### src/rtl/prediction_stat_tracker_pkg.sv
// Shared types and constants for the prediction statistics tracker.
// Trend encodings are one-hot of the 2-bit hit history {latest, prev}.
package prediction_stat_tracker_pkg;

    localparam logic [3:0] TREND_BOTH_MISS   = 4'b0001;
    localparam logic [3:0] TREND_PREV_HIT    = 4'b0010;
    localparam logic [3:0] TREND_LATEST_HIT  = 4'b0100;
    localparam logic [3:0] TREND_BOTH_HIT    = 4'b1000;

    localparam int         STAT_MISS_PENALTY = 2;
    localparam logic [1:0] HISTORY_RESET     = 2'b11;

    typedef struct packed {
        logic sp;
        logic lhp;
        logic ghp;
    } pred_entry_t;

    function automatic logic [3:0] trend_decode_of(input logic [1:0] history);
        logic [3:0] trend;
        unique case (history)
            2'b00:   trend = TREND_BOTH_MISS;
            2'b01:   trend = TREND_PREV_HIT;
            2'b10:   trend = TREND_LATEST_HIT;
            default: trend = TREND_BOTH_HIT;
        endcase
        return trend;
    endfunction

endpackage

### src/rtl/prediction_stat_tracker_stat_unit.sv
// Per-predictor scoring unit: saturating confidence counter, 2-bit hit
// history with one-hot trend decode, and an optional halving (decay) hook.
module prediction_stat_tracker_stat_unit
    import prediction_stat_tracker_pkg::*;
#(
    parameter int STAT_COUNTER_WIDTH = 5
) (
    input  logic                          clk,
    input  logic                          rst,
    input  logic                          score_valid,
    input  logic                          hit,
    input  logic                          decay,
    output logic [STAT_COUNTER_WIDTH-1:0] stat_count,
    output logic [3:0]                    trend_decode
);

    localparam logic [STAT_COUNTER_WIDTH-1:0] COUNT_MAX    = '1;
    localparam logic [STAT_COUNTER_WIDTH-1:0] COUNT_ONE    = STAT_COUNTER_WIDTH'(1);
    localparam logic [STAT_COUNTER_WIDTH-1:0] MISS_PENALTY = STAT_COUNTER_WIDTH'(STAT_MISS_PENALTY);

    logic [STAT_COUNTER_WIDTH-1:0] count_q;
    logic [STAT_COUNTER_WIDTH-1:0] scored_count;
    logic [STAT_COUNTER_WIDTH-1:0] next_count;
    logic [1:0]                    history_q;

    // Decay is applied on top of the hit/miss result of the same resolve.
    always_comb begin
        scored_count = count_q;
        if (hit) begin
            scored_count = (count_q == COUNT_MAX) ? COUNT_MAX : count_q + COUNT_ONE;
        end else begin
            scored_count = (count_q < MISS_PENALTY) ? '0 : count_q - MISS_PENALTY;
        end
        next_count = decay ? (scored_count >> 1) : scored_count;
    end

    always_ff @(posedge clk or posedge rst) begin
        if (rst) begin
            count_q   <= '0;
            history_q <= HISTORY_RESET;
        end else if (score_valid) begin
            count_q   <= next_count;
            history_q <= {hit, history_q[1]};
        end
    end

    assign stat_count   = count_q;
    assign trend_decode = trend_decode_of(history_q);

endmodule

### src/rtl/prediction_stat_tracker.sv
// Queues raw SP/LHP/GHP predictions and scores them at resolve time.
// Optional counter decay is enabled by defining STAT_DECAY_EN.
module prediction_stat_tracker
    import prediction_stat_tracker_pkg::*;
#(
    parameter int STAT_COUNTER_WIDTH = 5,
    parameter int FIFO_DEPTH         = 8,
    parameter int DECAY_PERIOD       = 64
) (
    input  logic                          clk,
    input  logic                          rst,
    input  logic                          pred_valid,
    input  logic                          SP_pred,
    input  logic                          LHP_pred,
    input  logic                          GHP_pred,
    output logic                          pred_ready,
    input  logic                          resolve_valid,
    input  logic                          resolve_taken,
    input  logic                          flush,
    output logic [STAT_COUNTER_WIDTH-1:0] SP_stat_count,
    output logic [STAT_COUNTER_WIDTH-1:0] LHP_stat_count,
    output logic [STAT_COUNTER_WIDTH-1:0] GHP_stat_count,
    output logic [3:0]                    SP_trend_decode,
    output logic [3:0]                    LHP_trend_decode,
    output logic [3:0]                    GHP_trend_decode,
    output logic                          fifo_empty,
    output logic                          fifo_full,
    output logic                          orphan_resolve
);

    localparam int PTR_W = $clog2(FIFO_DEPTH);

    if (FIFO_DEPTH < 2 || (FIFO_DEPTH & (FIFO_DEPTH - 1)) != 0 || DECAY_PERIOD < 1) begin : g_param_check
        $error("prediction_stat_tracker: FIFO_DEPTH must be a power of 2 >= 2 and DECAY_PERIOD >= 1");
    end

    logic [PTR_W:0] wr_ptr;
    logic [PTR_W:0] rd_ptr;
    pred_entry_t    fifo_mem [FIFO_DEPTH];
    pred_entry_t    head;
    logic           push;
    logic           pop;
    logic           decay_event;

    assign fifo_empty = (wr_ptr == rd_ptr);
    assign fifo_full  = (wr_ptr[PTR_W] != rd_ptr[PTR_W]) &&
                        (wr_ptr[PTR_W-1:0] == rd_ptr[PTR_W-1:0]);
    assign pred_ready = !fifo_full || (resolve_valid && !fifo_empty);
    assign push       = pred_valid && pred_ready && !flush;
    assign pop        = resolve_valid && !fifo_empty;
    assign head       = fifo_mem[rd_ptr[PTR_W-1:0]];

    always_ff @(posedge clk) begin
        if (push) begin
            fifo_mem[wr_ptr[PTR_W-1:0]] <= {SP_pred, LHP_pred, GHP_pred};
        end
    end

    // Flush wins over pointer movement; the head entry is still scored this cycle.
    always_ff @(posedge clk or posedge rst) begin
        if (rst) begin
            wr_ptr         <= '0;
            rd_ptr         <= '0;
            orphan_resolve <= 1'b0;
        end else begin
            orphan_resolve <= resolve_valid && fifo_empty;
            if (flush) begin
                wr_ptr <= '0;
                rd_ptr <= '0;
            end else begin
                if (push) wr_ptr <= wr_ptr + (PTR_W+1)'(1);
                if (pop)  rd_ptr <= rd_ptr + (PTR_W+1)'(1);
            end
        end
    end

`ifdef STAT_DECAY_EN
    localparam int DECAY_W = (DECAY_PERIOD > 1) ? $clog2(DECAY_PERIOD) : 1;
    localparam logic [DECAY_W-1:0] DECAY_LAST = DECAY_W'(DECAY_PERIOD - 1);

    logic [DECAY_W-1:0] decay_cnt;

    assign decay_event = pop && (decay_cnt == DECAY_LAST);

    always_ff @(posedge clk or posedge rst) begin
        if (rst) begin
            decay_cnt <= '0;
        end else if (pop) begin
            decay_cnt <= (decay_cnt == DECAY_LAST) ? '0 : decay_cnt + DECAY_W'(1);
        end
    end
`else
    assign decay_event = 1'b0;
`endif

    prediction_stat_tracker_stat_unit #(
        .STAT_COUNTER_WIDTH(STAT_COUNTER_WIDTH)
    ) sp_unit (
        .clk         (clk),
        .rst         (rst),
        .score_valid (pop),
        .hit         (head.sp == resolve_taken),
        .decay       (decay_event),
        .stat_count  (SP_stat_count),
        .trend_decode(SP_trend_decode)
    );

    prediction_stat_tracker_stat_unit #(
        .STAT_COUNTER_WIDTH(STAT_COUNTER_WIDTH)
    ) lhp_unit (
        .clk         (clk),
        .rst         (rst),
        .score_valid (pop),
        .hit         (head.lhp == resolve_taken),
        .decay       (decay_event),
        .stat_count  (LHP_stat_count),
        .trend_decode(LHP_trend_decode)
    );

    prediction_stat_tracker_stat_unit #(
        .STAT_COUNTER_WIDTH(STAT_COUNTER_WIDTH)
    ) ghp_unit (
        .clk         (clk),
        .rst         (rst),
        .score_valid (pop),
        .hit         (head.ghp == resolve_taken),
        .decay       (decay_event),
        .stat_count  (GHP_stat_count),
        .trend_decode(GHP_trend_decode)
    );

endmodule
### config.mk
export PLATFORM = sky130hd
export DESIGN_NAME = prediction_stat_tracker
export DESIGN_NICKNAME = d
export VERILOG_FILES = /design/src/rtl/prediction_stat_tracker_pkg.sv /design/src/rtl/prediction_stat_tracker_stat_unit.sv /design/src/rtl/prediction_stat_tracker.sv
export SDC_FILE = /design/constraint.sdc
export NUM_CORES = 1
export LEC_CHECK = 0
export BUFFER_PORTS_ARGS = -buffer_cell sky130_fd_sc_hd__clkbuf_2
export CAP_MARGIN = 40
export CORE_ASPECT_RATIO = 1.1
export CORE_MARGIN = 2
export CORE_UTILIZATION = 45
export DETAILED_ROUTE_END_ITERATION = 8
export GPL_ROUTABILITY_DRIVEN = 0
export HOLD_SLACK_MARGIN = 0.02
export PLACE_DENSITY_LB_ADDON = 0.2
export SYNTH_ARGS = -nofsm -noshare
export SYNTH_HDL_FRONTEND = slang
export SYNTH_HIERARCHICAL = 1
export SYNTH_SLANG_ARGS = --single-unit
### constraint.sdc
create_clock -name clk -period 2.5 [get_ports clk]
set_clock_uncertainty 0.05 [all_clocks]
set_input_delay 0.125 -clock clk [delete_from_list [all_inputs] [get_ports clk]]
set_output_delay 0.125 -clock clk [all_outputs]
set_load 0.1 [all_outputs]
# Yosys cells after proc, flatten, opt, wreduce, memory -nomap -nowiden
# Memory sizes are Yosys's and may differ from the RTL's.
# Index checks and enable logic that the tools add are counted.
op_classes:
  magnitude_cmp: 3
  eq_ne: 15
  n_addsub: 8
  reduce_logical: 14
  muxes: 18
ops:
  columns: ["cell", "count"]
  rows:
  - ["$mux 5", 9]
  - ["$pmux 4 s3", 3]
  - ["$mux 4", 4]
  - ["$add 5x1->5 const B", 3]
  - ["$eq 5x5->1 const B", 3]
  - ["$lt 5x2->1 const B", 3]
  - ["$sub 5x2->5 const B", 3]
  - ["$add 4x1->4 const B", 2]
  - ["$eq 2x1->1 const B", 3]
  - ["$eq 2x2->1 const B", 3]
  - ["$logic_not 2->1", 3]
  - ["$logic_and 1x1->1", 5]
  - ["$eq 4x4->1", 1]
  - ["$reduce_bool 2->1", 2]
  - ["$eq 1x1->1", 3]
  - ["$eq 3x3->1", 1]
  - ["$logic_not 1->1", 3]
  - ["$mux 1", 2]
  - ["$logic_or 1x1->1", 1]
  - ["$ne 1x1->1", 1]
word_totals:
  output_inout_bits: 31
  input_bits: 9
  regBits: 30
  n_memories: 1
  elab_cells: 68
  mem_bits_rw: 24
memory_table:
  columns: ["name", "depth", "width", "read_ports", "rd_clocked_by_memory_dff", "wr", "line_no", "text"]
  rows:
  - ["fifo_mem", 8, 3, 1, 0, 1, "prediction_stat_tracker.sv:39", "pred_entry_t fifo_mem [FIFO_DEPTH];"]

# Logic depth before layout (Yosys ltp)
logic_depth:
  ltp_word: 8
  depth_mapped: 9
  mapped_depth_nobuf: 7

# By module
# The synthesis kept the hierarchy.
modules_own_cells:
  columns: ["mod", "n_inst", "area_each_um2", "cells_each"]
  rows:
  - ["prediction_stat_tracker_stat_unit", 3, 569.3, 64]
  - ["prediction_stat_tracker", 1, 1654.1, 123]

# Least setup slack after synthesis
# No wires, ideal clock.
synth_path:
  path_kind: "reg2out"
  startpoint: "register wr_ptr[0]"
  endpoint: "output fifo_empty"
  path_buffers: 1
  arrival_ns: 2.984
  slack_ns: -0.659
  required_time_ns: 2.325
  path_stages_with_launch: 5
  cell_sequence: "dfrtp_1 buf_2 xnor2_2 nand2_1 nor3_1"
synth_between:
  elab_chain_len: 1
synth_lines:
  columns: ["item", "line_no", "text"]
  rows:
  - ["start, declared", "prediction_stat_tracker.sv:37", "logic [PTR_W:0] wr_ptr;"]
  - ["start signal, assigned", "prediction_stat_tracker.sv:71", "if (push) wr_ptr <= wr_ptr + (PTR_W+1)'(1);"]
  - ["$eq 4x4->1", "prediction_stat_tracker.sv:45", "assign fifo_empty = (wr_ptr == rd_ptr);"]
  - ["end, declared", "prediction_stat_tracker.sv:26", "output logic fifo_empty,"]
# No other way between the ends.

# Final worst setup path
layout_path:
  startpoint: "register rd_ptr[0]"
  endpoint: "output fifo_full"
layout_between:
  elab_chain_len: 2
layout_lines:
  columns: ["item", "line_no", "text"]
  rows:
  - ["start, declared", "prediction_stat_tracker.sv:38", "logic [PTR_W:0] rd_ptr;"]
  - ["start signal, assigned", "prediction_stat_tracker.sv:72", "if (pop) rd_ptr <= rd_ptr + (PTR_W+1)'(1);"]
  - ["$eq 3x3->1", "prediction_stat_tracker.sv:47", "(wr_ptr[PTR_W-1:0] == rd_ptr[PTR_W-1:0]);"]
  - ["$logic_and 1x1->1", "prediction_stat_tracker.sv:46", "assign fifo_full = (wr_ptr[PTR_W] != rd_ptr[PTR_W]) &&"]
  - ["end, declared", "prediction_stat_tracker.sv:27", "output logic fifo_full,"]
# No other way between the ends.

==> flow_summary_export.csv <==
group,metric,value,unit
detailed_routing,vias,2471,
detailed_routing,drt_pass1_iterations,4,
cells_and_area,area_growth,12.6,%
sta,tightestPinTransition,0.546,ns
synthesis,ys_ff_latch,54,
floorplanning,dieArea,8180,µm²
cells_and_area,antenna_cells,0,
worst_setup_path,rrSetupSlack,0.17,ns
synthesis,syn_area,3360,µm²
grt,grt-ovfl-total,0,
synthesis,synth_warnings,6,
worst_setup_path,startpoint_type,"register",
hold_path,holdPathEnd,"fifo_mem[2][0]$_DFFE_PP_",
synthesis,async_reset_ff_share,55.6,%
detailed_routing,via_per_inst,5.50,
placement,io_buffers,39,
cells_and_area,finalInstanceArea,3790,µm²
detailed_routing,drc,0,
floorplanning,rows,33,
sta,max_freq,420,MHz
hold_path,worstHoldPathCells,1,
synthesis,synthMuxAreaShare,6.55,%
job,drv_cap,0,
detailed_routing,routed_wl,6.52,mm
grt,grt_first_pass_wirelength,11.1,mm
synthesis,synth_fa_ha_area_share,4.09,%
grt,antenna_found_initial,0,
placement,post_dp_cell_area,3640,µm²
sta,grt_setup_unrepaired,"no",
detailed_routing,routedWlPerCell,14.5,µm
clock_tree,insertion_delay,0.31,ns
floorplanning,die_x,86.4,µm
synthesis,synth_top_family_by_area,"simple AND/OR/NAND/NOR gates",
detailed_routing,drtIter0Drc,125,
clock_tree,clk_pin_slew,0.10,ns
synthesis,ys.flop_type,"edfxtp_1",
cells_and_area,stdcell_count,449,
synthesis,synth_seq_area_share,44.0,%
status,status,"completed",
clock_tree,htreeDepth,2,
clock_tree,numCtsBuffers,5,
sta,hold_viol,0,
synthesis,synth_compound_area_share,14.4,%
worst_setup_path,cp_data_arrival_time,2.20,ns
worst_setup_path,criticalPathCategory,"reg -> out",
synthesis,synth_xor_area_share,3.28,%
cells_and_area,layout-drive-gt1-share,25.7,%
worst_setup_path,ff2ff_path_depth,8,
floorplanning,coreArea,7350,µm²
detailed_routing,ant_nets,0,
cells_and_area,final_common_cell,"clkbuf_2",
worst_setup_path,reg2reg_from,"rd_ptr[0]$_DFFE_PP0P_",
sta,setup_viol,0,
sta,timing.final.crit_period,2.38,ns
floorplanning,die_h,94.7,µm
cells_and_area,final_nets,381,
floorplanning,ioPinCount,40,
floorplanning,initial_core_util,45.7,%
synthesis,synth_edf_count,24,
synthesis,syn_area_per_cell,10.7,µm²
sta,min_period_over_period,95.1,%
clock_tree,clock_path_buffers,2,
synthesis,synthCells,315,
hold_path,min_from,"GHP_pred",
sta,maxSlewHeadroom,63.8,%
clock_tree,clock-sinks,54,
grt,grt_pass1_vias,2234,
placement,placed_cells,440,
cells_and_area,fin_util,51.5,%
worst_setup_path,worstPathRequired,2.33,ns
worst_setup_path,critPathMaxFanout,7,
placement,hpwl,4.88,mm
worst_setup_path,r2r-end,"lhp_unit/stat_count[3]$_DFFE_PP0P_",
grt,grt.total_usage,17.0,%
grt,grt_max_degree,23,
clock_tree,tritoncts,"built",
sta,maxSlewViolCount,0,
worst_setup_path,startpoint,"rd_ptr[0]$_DFFE_PP0P_",
clock_tree,clockRootBuffer,"clkbuf_8",
synthesis,netlist-cell-type-count,53,
cells_and_area,layout_common_cells,"clkbuf_2 (39), nor2_1 (26), edfxtp_1 (24), inv_1 (23), dfrtp_1 (22)",
clock_tree,postCtsSetupBuffers,0,
synthesis,synthSimpleGateAreaFrac,21.1,%
hold_path,hold_path_class,"in -> reg",
cells_and_area,fill_cells,687,
worst_setup_path,endpoint_kind,"primary output",
[cell usage after synthesis (all sizes together) (6+ instances only)]
master / count / area share [%]
nand3: 7 / 1.0
nor3b: 11 / 2.5
o21ai: 7 / 1.0
inv: 23 / 2.6
o221ai: 6 / 1.6
nand4: 6 / 1.6
nor3: 8 / 1.2
edfxtp: 24 / 21
mux4: 6 / 4.0
a21oi: 20 / 3.0
dfrtp: 24 / 18
ha: 11 / 4.1
buf: 15 / 3.3
nand2b: 16 / 3.0
nor2: 26 / 2.9
dfstp: 6 / 4.7
nand2: 18 / 2.0
[worst max-delay path, stage by stage, from the launching register on]
cell and delay, ns:
dfrtp_2 0.50, buf_4 0.19, xnor2_2 0.23, nand2_1 0.13, nor3_1 0.32, clkbuf_2 0.52
[metrics by stage]
step / hold slack, ns / setup TNS (ns) / setup slack, ns
after floorplan: -0.123 / -1.32 / -0.659
after global placement: 0.0678 / 0 / 0.123
after detailed placement: 0.0653 / 0 / 0.0490
after CTS: 0.0546 / 0 / 0.0388
after global routing: 0.0733 / 0 / 0.0000442
final: 0.0671 / 0 / 0.122
[metal layers]
layer	wire length, µm	vias up	GRT usage [%]
met3	189	2	2.88
li1	-	1245	-
met5	0	-	0
met4	32	0	3.52
met1	3170	1188	23.8
met2	3130	36	27.9
[cell type report]
cell class / instances / area, µm² / area share (%)
clock inverters: 3 / 63.8 / 1.69
clock buffers: 5 / 68.8 / 1.82
well taps: 87 / 109 / 2.88
multi-input cells: 229 / 1710 / 45.1
inverters: 23 / 86.3 / 2.28
repair buffers: 48 / 269 / 7.11
flip-flops and latches: 54 / 1480 / 39.1
[cells by family (layout without fill, tap and decap cells)]
logic type / after synthesis / count (layout)
simple gates: 117 / 117
compound gates: 65 / 65
flops: 54 / 54
buf+inv: 43 / 79
mux: 14 / 14
fa+ha+maj: 11 / 11
xor+xnor: 10 / 10
other cells: 1 / 12
[worst max path at each step]
stage	end	slack, ns	depth (start not counted)
after floorplan	fifo_empty	-0.66	4
after global placement	ghp_unit/stat_count[3]$_DFFE_PP0P_	0.12	8
after detailed placement	lhp_unit/stat_count[3]$_DFFE_PP0P_	0.05	8
after CTS	ghp_unit/stat_count[3]$_DFFE_PP0P_	0.04	8
after global routing	ghp_unit/stat_count[3]$_DFFE_PP0P_	0.00004	8
final	fifo_full	0.12	5
[sequential cells by signal, summed over array words and instances (netlist names)]
name,flops
fifo_mem,24
ghp_unit/stat_count,5
lhp_unit/stat_count,5
sp_unit/stat_count,5
rd_ptr,4
wr_ptr,4
ghp_unit/history_q,2
lhp_unit/history_q,2
sp_unit/history_q,2
orphan_resolve,1
[what timing repair did]
| item | 4_1_cts | 5_1_grt |
|---|---|---|
| endpoints found under the setup margin | 0 | 6 |
| hold buffers | 1 | 0 |
| resized for setup | 0 | 3 |
| hold endpoints to repair | 28 | 0 |
Power is not shown: default switching activity piles up to over one toggle a cycle in this logic, so the estimate is an artifact.
